### config.mk
export PLATFORM = sky130hd
export DESIGN_NAME = div_controller
export DESIGN_NICKNAME = d
export VERILOG_FILES = /design/src/rtl/div_controller_pkg.sv /design/src/rtl/div_step.sv /design/src/rtl/div_controller.sv
export SDC_FILE = /design/constraint.sdc
export NUM_CORES = 1
export LEC_CHECK = 0
export BUFFER_PORTS_ARGS = -buffer_cell sky130_fd_sc_hd__buf_2
export CORE_ASPECT_RATIO = 1.1
export CORE_UTILIZATION = 60
export CTS_CLUSTER_SIZE = 28
export DETAILED_ROUTE_END_ITERATION = 10
export PLACE_DENSITY = 0.91
export SYNTH_ARGS = -nofsm -noshare
export SYNTH_HDL_FRONTEND = slang
export SYNTH_SLANG_ARGS = --single-unit
### constraint.sdc
create_clock -name clock -period 3.9 [get_ports clock]
set_input_delay 0.585 -clock clock [delete_from_list [all_inputs] [get_ports clock]]
set_output_delay 0.585 -clock clock [all_outputs]
set_load 0.005 [all_outputs]
### src/rtl/div_controller_pkg.sv
// Shared types for the iterative divider: FSM state encoding, iteration count
// and the register-value type used by the execute stage.
package div_controller_pkg;

  localparam int DIV_ITERATIONS = 32;

  typedef logic [DIV_ITERATIONS-1:0] regval_t;

  typedef enum logic [1:0] {
    DIV_IDLE  = 2'd0,
    DIV_RUN   = 2'd1,
    DIV_FIXUP = 2'd2,
    DIV_DONE  = 2'd3
  } div_state_t;

  typedef struct packed {
    logic    is_signed;
    regval_t numer;
    regval_t denom;
  } div_req_t;

endpackage

### src/rtl/div_step.sv
// One combinational restoring-division step: shift in a dividend bit, compare
// against the divisor magnitude, conditionally subtract.
module div_step #(
  parameter int WIDTH = 32
) (
  input  logic [WIDTH:0]   prem_i,
  input  logic             dvd_bit_i,
  input  logic [WIDTH-1:0] dvs_i,
  output logic [WIDTH:0]   prem_o,
  output logic             q_bit_o
);

  logic [WIDTH:0] shifted;
  logic [WIDTH:0] dvs_ext;

  // Partial remainder always stays below the divisor, so the MSB shifted out is zero.
  assign shifted = (prem_i << 1) | {{WIDTH{1'b0}}, dvd_bit_i};
  assign dvs_ext = {1'b0, dvs_i};
  assign q_bit_o = (shifted >= dvs_ext);
  assign prem_o  = q_bit_o ? (shifted - dvs_ext) : shifted;

endmodule

### src/rtl/div_controller.sv
// Sequencer for a shared iterative signed/unsigned divider, one step per clock.
// Optional DIV_EARLY_OUT_EN: finish in one cycle when |numer| < |denom|.
module div_controller
  import div_controller_pkg::*;
#(
  parameter int WIDTH = DIV_ITERATIONS
) (
  input  logic             clock,
  input  logic             reset,
  input  logic             in_valid,
  output logic             in_ready,
  input  logic             is_signed,
  input  logic [WIDTH-1:0] numer,
  input  logic [WIDTH-1:0] denom,
  output logic             out_valid,
  input  logic             out_hold,
  output logic [WIDTH-1:0] quotient,
  output logic [WIDTH-1:0] remainder,
  output logic             has_overflow,
  output logic             busy
);

  localparam int CW = (WIDTH > 1) ? $clog2(WIDTH) : 1;
  localparam logic [CW-1:0] CNT_LOAD = CW'(WIDTH - 1);

  div_state_t       state_q, state_d;
  logic [CW-1:0]    cnt_q, cnt_d;
  logic [WIDTH-1:0] dvd_q, dvd_d;
  logic [WIDTH-1:0] dvs_q, dvs_d;
  logic [WIDTH:0]   prem_q, prem_d;
  logic [WIDTH-1:0] quo_q, quo_d;
  logic             neg_q_q, neg_q_d;
  logic             neg_r_q, neg_r_d;
  logic [WIDTH-1:0] quotient_q, quotient_d;
  logic [WIDTH-1:0] remainder_q, remainder_d;
  logic             ovf_q, ovf_d;

  logic             accept;
  logic             n_neg, d_neg;
  logic [WIDTH-1:0] n_mag, d_mag;
  logic [WIDTH:0]   step_prem;
  logic             step_q;

  div_step #(.WIDTH(WIDTH)) u_step (
    .prem_i    (prem_q),
    .dvd_bit_i (dvd_q[WIDTH-1]),
    .dvs_i     (dvs_q),
    .prem_o    (step_prem),
    .q_bit_o   (step_q)
  );

  assign in_ready  = ((state_q == DIV_IDLE) || ((state_q == DIV_DONE) && !out_hold)) && !reset;
  assign accept    = in_valid && in_ready;
  assign out_valid = (state_q == DIV_DONE);
  assign busy      = (state_q == DIV_RUN) || (state_q == DIV_FIXUP);
  assign quotient     = quotient_q;
  assign remainder    = remainder_q;
  assign has_overflow = ovf_q;

  // Unsigned negation of the most-negative value yields itself, which is its exact magnitude.
  assign n_neg = is_signed && numer[WIDTH-1];
  assign d_neg = is_signed && denom[WIDTH-1];
  assign n_mag = n_neg ? (~numer + 1'b1) : numer;
  assign d_mag = d_neg ? (~denom + 1'b1) : denom;

  always_comb begin
    state_d     = state_q;
    cnt_d       = cnt_q;
    dvd_d       = dvd_q;
    dvs_d       = dvs_q;
    prem_d      = prem_q;
    quo_d       = quo_q;
    neg_q_d     = neg_q_q;
    neg_r_d     = neg_r_q;
    quotient_d  = quotient_q;
    remainder_d = remainder_q;
    ovf_d       = ovf_q;

    case (state_q)
      DIV_RUN: begin
        dvd_d  = dvd_q << 1;
        prem_d = step_prem;
        quo_d  = {quo_q[WIDTH-2:0], step_q};
        cnt_d  = cnt_q - 1'b1;
        if (cnt_q == '0) begin
          cnt_d   = '0;
          state_d = DIV_FIXUP;
        end
      end
      DIV_FIXUP: begin
        quotient_d  = neg_q_q ? (~quo_q + 1'b1) : quo_q;
        remainder_d = neg_r_q ? (~prem_q[WIDTH-1:0] + 1'b1) : prem_q[WIDTH-1:0];
        ovf_d       = 1'b0;
        state_d     = DIV_DONE;
      end
      DIV_DONE: begin
        if (!out_hold) state_d = DIV_IDLE;
      end
      default: ;
    endcase

    if (accept) begin
      dvd_d   = n_mag;
      dvs_d   = d_mag;
      prem_d  = '0;
      quo_d   = '0;
      neg_q_d = n_neg ^ d_neg;
      neg_r_d = n_neg;
      cnt_d   = CNT_LOAD;
      state_d = DIV_RUN;
      if (denom == '0) begin
        quotient_d  = '1;
        remainder_d = numer;
        ovf_d       = 1'b1;
        state_d     = DIV_DONE;
      end else if (is_signed && (numer == {1'b1, {(WIDTH-1){1'b0}}}) && (denom == '1)) begin
        quotient_d  = {1'b1, {(WIDTH-1){1'b0}}};
        remainder_d = '0;
        ovf_d       = 1'b1;
        state_d     = DIV_DONE;
      end
`ifdef DIV_EARLY_OUT_EN
      else if (n_mag < d_mag) begin
        quotient_d  = '0;
        remainder_d = numer;
        ovf_d       = 1'b0;
        state_d     = DIV_DONE;
      end
`endif
    end
  end

  always_ff @(posedge clock) begin
    if (reset) begin
      state_q     <= DIV_IDLE;
      cnt_q       <= '0;
      dvd_q       <= '0;
      dvs_q       <= '0;
      prem_q      <= '0;
      quo_q       <= '0;
      neg_q_q     <= 1'b0;
      neg_r_q     <= 1'b0;
      quotient_q  <= '0;
      remainder_q <= '0;
      ovf_q       <= 1'b0;
    end else begin
      state_q     <= state_d;
      cnt_q       <= cnt_d;
      dvd_q       <= dvd_d;
      dvs_q       <= dvs_d;
      prem_q      <= prem_d;
      quo_q       <= quo_d;
      neg_q_q     <= neg_q_d;
      neg_r_q     <= neg_r_d;
      quotient_q  <= quotient_d;
      remainder_q <= remainder_d;
      ovf_q       <= ovf_d;
    end
  end

endmodule

## Word level (Yosys, flattened, before mapping)

Cells that the tools add are included.

| word-level totals | value |
|---|---|
| bits in registers | 202 |
| bits of input ports | 69 |
| output and inout bits | 68 |
| word-level logic and storage cells | 77 |

| operators by class | value |
|---|---|
| $add $sub $neg | 6 |
| magnitude comparators | 1 |
| equality and inequality tests | 7 |
| muxes and demuxes | 28 |
| bitwise gates (word level) | 6 |
| reduce and logical (&&, ||, !) cells | 18 |

Operators by type and width:

| kind | number |
|---|---|
| $mux 32 | 15 |
| $add 32x1->32 const B | 4 |
| $not 32->32 | 4 |
| $eq 32x32->1 const B | 2 |
| $ge 33x32->1 | 1 |
| $or 33x1->33 | 1 |
| $logic_not 32->1 | 1 |
| $sub 32x32->32 | 1 |
| $mux 5 | 3 |
| $mux 2 | 5 |
| $logic_and 1x1->1 | 7 |
| $ne 3x2->1 const B | 2 |
| $pmux 2 s3 | 1 |
| $logic_not 5->1 | 1 |
| $sub 5x1->5 const B | 1 |
| $eq 2x2->1 const B | 2 |
| $mux 1 | 4 |
| $reduce_bool 4->1 | 1 |
| $reduce_and 3->1 | 1 |
| $eq 2x1->1 const B | 1 |
| $logic_not 1->1 | 2 |
| $logic_not 2->1 | 1 |
| $logic_or 1x1->1 | 2 |
| $reduce_bool 2->1 | 1 |
| other kinds (2) | 2 |

## Longest topological paths before layout

Gate-level depths: netlist (run 1).

| depth | value |
|---|---|
| depth in word-level cells | 7 |
| depth in mapped cells | 13 |
| mapped depth without buffers | 11 |

## By module

From an unflattened synthesis (run 1), not the netlist that was laid out.

| second synthesis, totals | value |
|---|---|
| cells, all modules | 1644 |
| area, all modules | 13382.8 µm² |

By module, submodules not included:

| module | times used | cells an instance | area an instance (µm²) | sequential area each (µm²) |
|---|---|---|---|---|
| div_controller | 1 | 1263 | 10655.2 | 4063.9 |
| div_step | 1 | 381 | 2727.6 | 0.0 |

## Worst setup path before layout (run 1)

No wires, ideal clock.

| timing | value |
|---|---|
| kind | input port to flip-flop |
| from | input port denom[14] |
| to | register remainder_q[24], in the netlist remainder[24] |
| setup time | 0.122 ns |
| data arrival time | 2.949 ns |
| data required time | 3.778 ns |
| setup slack | 0.829 ns |
| stages | 8 |
| buffers on the path | 1 |
| cells stage by stage | or4_4 > or4_4 > or4_4 > or4_4 > and2_0 > buf_2 > o211ai_1 > o21ai_1 |

| on the way | value |
|---|---|
| word-level cells in the longest chain between the ends | 5 |
| elaborated cells on any way between the ends | 6 |
| those cells by class | eq/ne: 1; mux: 3; reduce/logical: 2 |

RTL lines:

| element | line | RTL |
|---|---|---|
| start: declaration | div_controller.sv:14 | `input logic [WIDTH-1:0] denom,` |
| $eq 32x32->1 | div_controller.sv:116 | `end else if (is_signed && (numer == {1'b1, {(WIDTH-1){1'b0}}}) && (denom == '1)) begin` |
| $logic_and 1x1->1 | div_controller.sv:116 |  |
| $mux 32 | div_controller.sv:116 |  |
| $mux 32 (*) | div_controller.sv:111 | `if (denom == '0) begin` |
| $mux 32 (*) | div_controller.sv:102 | `if (accept) begin` |
| end signal: assignment | div_controller.sv:156 | `remainder_q <= remainder_d;` |
| end: declaration | div_controller.sv:35 | `logic [WIDTH-1:0] remainder_q, remainder_d;` |

Mark *: on every way between the ends. The rest lies on a longest branch, timed or not.
A chain may end at the register's enable or synchronous reset.

## Worst setup path in the final report (run 1)

| timing | value |
|---|---|
| from | register prem_q[11] |
| to | register prem_q[2] |

| on the way | value |
|---|---|
| word-level cells in the longest chain between the ends | 3 |

RTL lines:

| element | line | RTL |
|---|---|---|
| start: declaration | div_controller.sv:30 | `logic [WIDTH:0] prem_q, prem_d;` |
| start signal: assignment | div_controller.sv:151 | `prem_q <= prem_d;` |
| $or 33x1->33 | div_step.sv:17 | `assign shifted = (prem_i << 1) \| {{WIDTH{1'b0}}, dvd_bit_i};` |
| $ge 33x32->1 | div_step.sv:19 | `assign q_bit_o = (shifted >= dvs_ext);` |
| $mux 32 | div_step.sv:20 | `assign prem_o = q_bit_o ? (shifted - dvs_ext) : shifted;` |

Every way passes these cells.

==> results of run 1 <==
==> power groups by stage <==
stage / registers, mW / logic (mW) / clock network (mW)
2_1_floorplan: 2.87 / 4.20 / 0
3_3_place_gp: 2.98 / 5.58 / 0
3_5_place_dp: 2.99 / 5.72 / 0
4_1_cts: 2.96 / 5.77 / 2.26
5_1_grt: 3.03 / 6.48 / 2.34
6_report: 2.99 / 5.89 / 2.26
==> how the worst max path moves through the flow <==
stage / from / endpoint / slack (ns) / cells past startpoint
after floorplan: denom[14] / remainder[24] / 0.83 / 8
after global placement: denom[2] / remainder[15] / 0.40 / 9
after detailed placement: denom[2] / remainder[14] / 0.24 / 9
after CTS: prem_q[11] / prem_q[10] / 0.54 / 10
after global routing: prem_q[11] / prem_q[8] / 0.23 / 10
final: prem_q[11] / prem_q[2] / 0.40 / 10
==> flip-flops by register name (all words and copies together) (netlist names) <==
signal        flops
dvs_q            32
neg_r_q           1
state_q           2
prem_q           32
cnt_q             5
remainder        32
neg_q_q           1
quotient         32
quo_q            32
has_overflow      1
dvd_q            32
==> routing by layer <==
| metal | wire, um | vias to the layer above |
|---|---|---|
| met2 | 17540 | 652 |
| met3 | 2998 | 121 |
| met4 | 2040 | 0 |
| met5 | 0 | - |
| met1 | 15160 | 5948 |
| li1 | - | 6049 |
==> placed cells by master, fill, tap and decap left out, types with 16 or more instances in the layout <==
| cell type | count |
|---|---|
| nand2_1 | 202 |
| dfxtp_1 | 202 |
| nor2_1 | 148 |
| buf_2 | 135 |
| o21ai_0 | 130 |
| a21oi_1 | 127 |
| xor2_1 | 87 |
| inv_1 | 65 |
| mux2i_1 | 64 |
| xnor2_1 | 55 |
| o31ai_1 | 43 |
| ha_1 | 42 |
| a211oi_1 | 40 |
| nand3_1 | 38 |
| a31oi_1 | 34 |
| or3_1 | 29 |
| o211ai_1 | 28 |
| nand4_1 | 26 |
| clkbuf_16 | 23 |
| nor3_1 | 22 |
| buf_4 | 21 |
| or4_1 | 20 |
| nor4_1 | 18 |
| o41ai_1 | 16 |
==> cell usage after synthesis, types with 6 or more instances <==
| cell | count | area, sq um |
|---|---|---|
| o21ai_0 | 131 | 655.6 |
| nand2_1 | 203 | 762.0 |
| mux2i_1 | 64 | 640.6 |
| or4_1 | 20 | 150.1 |
| nand3_1 | 38 | 190.2 |
| buf_1 | 12 | 45.04 |
| nand4_1 | 26 | 162.7 |
| a21oi_1 | 127 | 635.6 |
| or3_1 | 29 | 181.4 |
| a21o_1 | 11 | 82.58 |
| xnor2_1 | 55 | 481.7 |
| inv_1 | 65 | 244.0 |
| o31ai_1 | 43 | 322.8 |
| nor2b_1 | 9 | 56.30 |
| buf_2 | 6 | 30.03 |
| nor3_1 | 22 | 110.1 |
| a211oi_1 | 40 | 300.3 |
| dfxtp_1 | 202 | 4044 |
| a31oi_1 | 34 | 212.7 |
| nor4_1 | 18 | 112.6 |
| o41ai_1 | 16 | 140.1 |
| clkbuf_1 | 89 | 334.1 |
| o21a_1 | 8 | 60.06 |
| o211ai_1 | 28 | 210.2 |
| o21bai_1 | 6 | 45.04 |
| or2_2 | 6 | 37.54 |
| ha_1 | 44 | 550.5 |
| nor2_1 | 148 | 555.5 |
| nand2b_1 | 8 | 50.05 |
| xor2_1 | 87 | 762.0 |
==> area by class of cell <==
type | count | area [sq um] | area share
clock buffer | 30 | 631.9 | 0.04426
clock inverter | 8 | 146.4 | 0.01025
inverter | 65 | 244.0 | 0.01709
multi-input combinational | 1279 | 8018 | 0.5616
sequential | 202 | 4044 | 0.2832
tap | 256 | 320.3 | 0.02243
timing repair buffer | 158 | 873.3 | 0.06117
==> kinds of logic (layout without fill, tap and decap cells) <==
family,Yosys count,after routing,share of synthesized area
AND/OR/NAND/NOR,556,556,0.2052
flip-flops,202,202,0.3183
buffers and inverters,174,261,0.05319
multiplexers,66,66,0.05220
XOR/XNOR,142,142,0.09790
adder cells (fa/ha/maj),45,45,0.04491
AO/OA/AOI/OAI,470,470,0.2283
==> metrics by stage <==
stage	power (mW)	cell area, sq um
2_1_floorplan	7.068	12700
3_3_place_gp	8.560	13500
3_5_place_dp	8.711	13500
4_1_cts	10.99	14280
5_1_grt	11.84	14280
6_report	11.15	14280
==> tightest hold or removal path, cell delays in order <==
cell,delay [ns]
buf_2,0.12
nand2_1,0.05
a21oi_1,0.05
==> impl_results.md, run 1 <==
* Met2 Usage GRT at 0.5700
* Clock insertion delay at the later pin of the skew report at 0.51 ns
* Worst slew margin at 0.2664
* Min-delay worst type: in2reg
* Flop2flop setup slack at between 0.4 and 0.5 ns
* First-pass DRT Iterations at 6
* H-tree levels at 1
* Non-filler instance count after layout at between 1500 and 2000
* Hold path startpoint: numer[1]
* Slowest CP cell: o21a_1
* Register area share after synthesis at 0.3183
* First-pass GRT wire length at a little over 60000 um
* Grt peak-use layer: met2
* Post-Syn Instances at 1655
* Post-cts resize count at 0
* Crit path kind: reg2reg
* Final hold violation count at 0
* Sw Ratio at 0.4438
* P per Cell Area at between 700 and 800 nW/um^2
* Crit path cell chain: ha_1, a21oi_1, o21ai_0, a21oi_1, nand3_1, o21ai_0, o21a_1, buf_4, nand2_1, a31oi_1
* Initial Utilization at 0.6153
* Total Nets Final at 1842
* Post-synth design cell area at approximately 13000 sq um
* Clk_skew at roughly 0.016 ns
* Ys async rst share at 0
* Met1 Use GR at 0.4318
* Critical path startpoint category: flip-flop
* Fin util at 0.6916
* Final Max Slew Viols at 0
* Dpl hpwl at approximately 27000 um
* Postcts setup bufs at 0
* Final wirelength at about 38000 um
* Via/cell ratio at roughly 6.4
* Clock power share at 0.203
* Slew @ Worst Pin at 1.099 ns
* Root Buffer: clkbuf_16
* Cell count after placement at 1960
* Hold path cells at 3
* Die height at between 150 and 200 um
* Sw power at about 4.9 mW
* Antenna-violating nets left at 0
* FF-to-FF End: prem_q[2]
* Die width at about 140 um
* GP Congestion at roughly 0.94
* Sequential Power Share at 0.268
* Reg2Reg Depth at 10
* First-iteration detailed-routing DRC count at ~1500
* Hold_buf cts at 0
* Synth Warn # at 0
* I/O pins at approximately 140
* Worst R2R Start: prem_q[11]
* Clock slew seen by the registers of the worst setup and hold paths at about 0.060 ns
* GR Util met3 at 0.03994
* Hold Slack at 0.3550 ns
* Vias at 12770
* Crit path max-delay family: compound AO/OA/AOI/OAI gates
* Crit path buf inv count at 1
* Avg Inst Size Synth at approximately 7.7 sq um
* Total die area at between 20000 and 25000 sq um
* Achievable Freq at about 290 MHz
* Clk buf depth at 3
* Hold EP: remainder[1]
* Distinct cells, synth at 60
* Post-Syn Nets at between 1500 and 2000
* N_diodes at 0
* Status: finished clean
* RSZ-0062 raised after global routing: no
* Core footprint at just over 20000 sq um
* Max FO, Critical Path at 15
* Clock Sink Count at between 200 and 250
* Global-route usage over all layers at 0.3421
* Maximum VDD drop at around 0.54 mV
* Top FF cell, synth: dfxtp_1
* Setup ws final at 0.4035 ns
* WL/cell at approximately 19 um
* Total CTS buffers at 22
* DRC at 0
* Critical Path End Type: flip-flop
* Site Rows at 55
* Synthesized flop and latch total at roughly 200
* Initial antenna violation count at 0
* Min Clock Period, post-route at approximately 3.5 ns
* Largest net degree at the start of global routing at just under 90
* Vias in the first global route at between 10000 and 15000
* CTS tree: done
* Internal power at approximately 6.2 mW
* Area grow syn2layout at 12.39%
* Leakage at ~5.7 nW
* Final period utilization at 0.8965
* Max-cap violations at 0
* Layout cell share with drive strength beyond 1 at 0.1240
* Final setup viols at 0
* IO Port Bufs at 136
* Combinational Power Share at 0.529
* Setup TNS Final at 0 ns
* Post-synth EDFFs at 0
* Setup slack at placement at around 0.24 ns
* Worst EP required at about 4.3 ns
* Fillers at 1592
* GR Overflow Total at 0
* Worst path max stage delay at just under 0.6 ns
* CP arrival at roughly 3.9 ns
Power figures use the tool's default switching activity.
==> run 2: changes to the inputs <==
- PLACE_DENSITY: 0.91 -> default
- PLACE_DENSITY_LB_ADDON: default -> 0.2
==> impl_results.md, run 2 (same netlist as run 1, synthesis figures left out) <==
* Worst setup startpoint: prem_q[11] (unchanged)
* Die width at 140.7 um (unchanged)
* Clock insertion delay at the later pin of the skew report at 0.51 ns (about the same)
* Crit path cell chain: ha_1, a21oi_1, o21ai_0, a21oi_1, nand3_1, o21ai_0, o21a_1, buf_4, nand2_1, a31oi_1 (unchanged)
* Setup TNS Final at 0 ns (unchanged)
* Post-cts resize count at 0 (unchanged)
* Leakage at 5.709 nW (was 5.745 nW)
* Slew @ Worst Pin at 1.137 ns (was 1.099 ns)
* Max FO, Critical Path at 22 (was 15)
* I/O pins at 137 (unchanged)
* Worst R2R Start: prem_q[11] (unchanged)
* FF-to-FF End: prem_q[19] (was prem_q[2])
* Vias in the first global route at 11340 (was 11950)
* GR Overflow Total at 0 (unchanged)
* Crit path kind: reg2reg (unchanged)
* Min-delay worst type: in2reg (unchanged)
* Core footprint at 20640 sq um (unchanged)
* Critical Path End Type: flip-flop (unchanged)
* Via/cell ratio at 6.256 (was 6.391)
* Worst EP required at 4.32 ns (was 4.33 ns)
* Crit path buf inv count at 1 (unchanged)
* Global-route usage over all layers at 0.3307 (was 0.3421)
* Flop2flop setup slack at 0.50 ns (was 0.40 ns)
* DRC at 0 (unchanged)
* Initial Utilization at 0.6153 (unchanged)
* IO Port Bufs at 136 (unchanged)
* Antenna-violating nets left at 0 (unchanged)
* Clock Sink Count at 202 (unchanged)
* N_diodes at 0 (unchanged)
* Worst path max stage delay at 0.51 ns (was 0.58 ns)
* Crit path max-delay family: compound AO/OA/AOI/OAI gates (unchanged)
* Maximum VDD drop at 0.5508 mV (was 0.5375 mV)
* Clock slew seen by the registers of the worst setup and hold paths at 0.06 ns (about the same)
* Hold_buf cts at 0 (unchanged)
* Fillers at 1779 (was 1592)
* Dpl hpwl at 26610 um (was 27470 um)
* RSZ-0062 raised after global routing: no (unchanged)
* Area grow syn2layout at 11.88% (was 12.39%)
* First-iteration detailed-routing DRC count at 1022 (was 1473)
* Achievable Freq at 294.4 MHz (was 286.0 MHz)
* Die height at 154.6 um (unchanged)
* Final period utilization at 0.8710 (was 0.8965)
* Worst slew margin at 0.2408 (was 0.2664)
* Final setup viols at 0 (unchanged)
* Max-cap violations at 0 (unchanged)
* Largest net degree at the start of global routing at 120 (was 89)
* Min Clock Period, post-route at 3.397 ns (was 3.496 ns)
* Clk buf depth at 3 (unchanged)
* H-tree levels at 1 (unchanged)
* First-pass DRT Iterations at 6 (unchanged)
* Total Nets Final at 1839 (was 1842)
* P per Cell Area at 767.4 nW/um^2 (was 780.7 nW/um^2)
* Final Max Slew Viols at 0 (unchanged)
* Total die area at 21760 sq um (unchanged)
* Postcts setup bufs at 0 (unchanged)
* CP arrival at 3.82 ns (was 3.92 ns)
* Status: finished clean (unchanged)
* Site Rows at 55 (unchanged)
* Design Area, Final at 14210 sq um (was 14280 sq um)
* Vias at 12490 (was 12770)
* Reg2Reg Depth at 10 (unchanged)
* First-pass GRT wire length at 58060 um (was 60790 um)
* WL/cell at 18.25 um (was 18.89 um)
* Clk_skew at 0.01731 ns (was 0.01580 ns)
* Final wirelength at 36450 um (was 37740 um)
* Slowest CP cell: dfxtp_1 (was o21a_1)
* GP Congestion at 0.9199 (was 0.9415)
* Layout cell share with drive strength beyond 1 at 0.1235 (was 0.1240)
* CP Depth at 10 (unchanged)
* Final hold violation count at 0 (unchanged)
* CTS tree: done (unchanged)
* Commonest non-fill, non-tap cells in the layout: 202 x nand2_1, 202 x dfxtp_1, 148 x nor2_1 (unchanged)
* Total CTS buffers at 23 (was 22)
* Root Buffer: clkbuf_16 (unchanged)
* Total power at 10.91 mW (was 11.15 mW)
* Initial antenna violation count at 0 (unchanged)
* Post-DP Area at 13460 sq um (was 13500 sq um)
* Critical path startpoint category: flip-flop (unchanged)
* Setup crit end: prem_q[19] (was prem_q[2])
run 2: cell type report:
cell class	count	area, sq um	share of cell area
Clock buffer	34	686.9	0.04833
Sequential cell	202	4044	0.2845
Multi-Input combinational cell	1279	8018	0.5641
Timing Repair Buffer	154	830.8	0.05846
Clock inverter	7	68.82	0.004842
Inverter	65	244.0	0.01717
Tap cell	256	320.3	0.02254
run 2: layer usage:
layer,up-vias,part of all wire,wire length (um),GRT usage
met5,-,0,0,0
met2,481,0.46,16940,0.5537
li1,6070,-,-,-
met3,101,0.066,2423,0.04303
met4,0,0.047,1721,0.1594
met1,5841,0.42,15360,0.4207
run 2: where the power goes:
| group | switching [mW] | total, mW | internal [mW] |
|---|---|---|---|
| logic | 3.55 | 5.78 | 2.24 |
| clock network | 0.858 | 2.14 | 1.28 |
| registers | 0.435 | 2.98 | 2.54 |
| total | 4.84 | 10.9 | 6.06 |
run 2: how the worst min path moves through the flow:
stage,startpoint,end,slack [ns],depth (start not counted)
finish,numer[0],dvd_q[0],0.38,3
global route,numer[0],dvd_q[0],0.36,3
CTS,numer[0],dvd_q[0],0.36,3
detailed placement,cnt_q[4],cnt_q[4],0.47,2
global placement,cnt_q[4],cnt_q[4],0.46,2
floorplan,dvs_q[30],dvs_q[30],0.44,2
run 2: stage by stage:
stage | utilization | cells | worst slack (ns) | hold slack, ns
2_1_floorplan | - | 1655 | 0.8286 | 0.4410
3_3_place_gp | 0.6518 | 1956 | 0.4592 | 0.4620
3_5_place_dp | 0.6518 | 1956 | 0.4173 | 0.4653
4_1_cts | 0.6884 | 1997 | 0.6503 | 0.3623
5_1_grt | 0.6884 | 1997 | 0.3454 | 0.3609
6_report | 0.6884 | 1997 | 0.5030 | 0.3751
run 2: tightest hold or removal path: cells and delay by family:
family                 cells  cell delay (ns)
buffers and inverters      1             0.13
AND/OR/NAND/NOR            1             0.06
AO/OA/AOI/OAI              1             0.05
==> run 3: changes to the inputs <==
- clock period: 3.9 -> 3.6 ns (I/O delays scaled with it)
==> impl_results.md, run 3 (same netlist as run 1, synthesis figures left out) <==
* Postcts setup bufs at 0 (unchanged)
* Hold Slack at 0.2913 ns (was 0.3751 ns)
* Total die area at 21760 sq um (unchanged)
* Critical path startpoint category: flip-flop (unchanged)
* DRC at 0 (unchanged)
* Total power at 11.96 mW (was 10.91 mW)
* Critical Path End Type: flip-flop (unchanged)
* Min Clock Period, post-route at 3.274 ns (was 3.397 ns)
* Reg2Reg Depth at 10 (unchanged)
* Hold_buf cts at 0 (unchanged)
* Area grow syn2layout at 12.80% (was 11.88%)
* Slew @ Worst Pin at 1.111 ns (was 1.137 ns)
* Die width at 140.7 um (unchanged)
* Dpl hpwl at 27360 um (was 26610 um)
* Final hold violation count at 0 (unchanged)
* Vias in the first global route at 11730 (was 11340)
* Root Buffer: clkbuf_16 (unchanged)
* H-tree levels at 1 (unchanged)
* Fin util at 0.6941 (was 0.6884)
* WL/cell at 18.54 um (was 18.25 um)
* Clock Sink Count at 202 (unchanged)
* IO Port Bufs at 136 (unchanged)
* Setup TNS Final at 0 ns (unchanged)
* Site Rows at 55 (unchanged)
* Post-cts resize count at 0 (unchanged)
* Fillers at 1730 (was 1779)
* CP arrival at 3.71 ns (was 3.82 ns)
* Via/cell ratio at 6.233 (was 6.256)
* Global-route usage over all layers at 0.3395 (was 0.3307)
* Max-cap violations at 0 (unchanged)
* N_diodes at 0 (unchanged)
* Min-delay worst type: in2reg (unchanged)
* First-pass GRT wire length at 59990 um (was 58060 um)
* Clock insertion delay at the later pin of the skew report at 0.52 ns (was 0.51 ns)
* Vias at 12540 (was 12490)
* Hold path cells at 3 (unchanged)
* Worst EP required at 4.03 ns (was 4.32 ns)
* CTS tree: done (unchanged)
* Initial antenna violation count at 0 (unchanged)
* Leakage at 5.791 nW (was 5.709 nW)
* Worst slew margin at 0.2580 (was 0.2408)
* Final Max Slew Viols at 0 (unchanged)
* Die height at 154.6 um (unchanged)
* GP Congestion at 0.9273 (was 0.9199)
* Core footprint at 20640 sq um (unchanged)
* GR Overflow Total at 0 (unchanged)
* P per Cell Area at 834.5 nW/um^2 (was 767.4 nW/um^2)
* Final wirelength at 37300 um (was 36450 um)
* Achievable Freq at 305.5 MHz (was 294.4 MHz)
* Maximum VDD drop at 0.4892 mV (was 0.5508 mV)
* I/O pins at 137 (unchanged)
* Final period utilization at 0.9094 (was 0.8710)
* First-iteration detailed-routing DRC count at 987 (was 1022)
* Final setup viols at 0 (unchanged)
* Layout cell share with drive strength beyond 1 at 0.1304 (was 0.1235)
* Commonest non-fill, non-tap cells in the layout: 202 x nand2_1, 202 x dfxtp_1, 148 x nor2_1 (unchanged)
* Clk buf depth at 3 (unchanged)
* RSZ-0062 raised after global routing: no (unchanged)
* Clk_skew at 0.02051 ns (was 0.01731 ns)
* Max FO, Critical Path at 16 (was 22)
* Largest net degree at the start of global routing at 89 (was 120)
* Crit path kind: reg2reg (unchanged)
* Status: finished clean (unchanged)
* Initial Utilization at 0.6153 (unchanged)
* First-pass DRT Iterations at 5 (was 6)
* Total CTS buffers at 23 (unchanged)
* Antenna-violating nets left at 0 (unchanged)
* Total Nets Final at 1853 (was 1839)
* Clock slew seen by the registers of the worst setup and hold paths at 0.06 ns (about the same)
==> run 3: cell count changes in the layout (fill, tap and decap cells not counted), sizes merged <==
cell / previous run / this run
clkinv: 3 / 5
buf: 154 / 168
clkinvlp: 2 / 0
inv: 66 / 67
==> run 3: cell type report <==
class,count,area (sq um),share of cell area
inverter,65,244.0,0.01703
multi-input combinational,1279,8018,0.5595
tap,256,320.3,0.02235
clock inverter,8,78.83,0.005501
clock buffer,34,676.9,0.04724
timing repair buffer,168,948.4,0.06618
sequential,202,4044,0.2822
==> run 3: stage by stage <==
| stage | worst slack [ns] | instance area (sq um) | cells |
|---|---|---|---|
| final | 0.3263 | 14330 | 2012 |
| after global routing | 0.1278 | 14330 | 2012 |
| after CTS | 0.4093 | 14330 | 2012 |
| after detailed placement | 0.1492 | 13570 | 1970 |
| after global placement | 0.2300 | 13570 | 1970 |
| after floorplan | 0.5736 | 12700 | 1655 |
==> run 3: worst max-delay path, cell delays in order (launching register included) <==
cell,delay [ns]
dfxtp_1,0.49
ha_1,0.36
a21o_1,0.22
a31oi_1,0.24
a21oi_1,0.14
o21a_1,0.24
o21ai_0,0.46
o21a_1,0.46
buf_4,0.30
nand2_1,0.09
a31oi_1,0.17
==> run 3: worst paths after layout <==
path              from  slack, ns           end
max reg2reg  prem_q[3]       0.33    prem_q[20]
min reg2reg   cnt_q[4]       0.48      cnt_q[4]
min           numer[4]       0.29  remainder[4]
max          prem_q[3]       0.33    prem_q[20]
==> run 3: layer usage <==
layer | GRT usage | vias to the layer above | part of all wire
met5 | 0 | - | 0
met4 | 0.1822 | 0 | 0.054
met3 | 0.03251 | 107 | 0.060
met2 | 0.5750 | 477 | 0.47
met1 | 0.4269 | 5868 | 0.42
li1 | - | 6089 | -
==> run 3: power by group <==
group | internal (mW) | switching, mW | total (mW)
sequential | 2.76 | 0.453 | 3.21
clock | 1.38 | 0.973 | 2.35
combinational | 2.48 | 3.92 | 6.40
total | 6.61 | 5.34 | 12.0
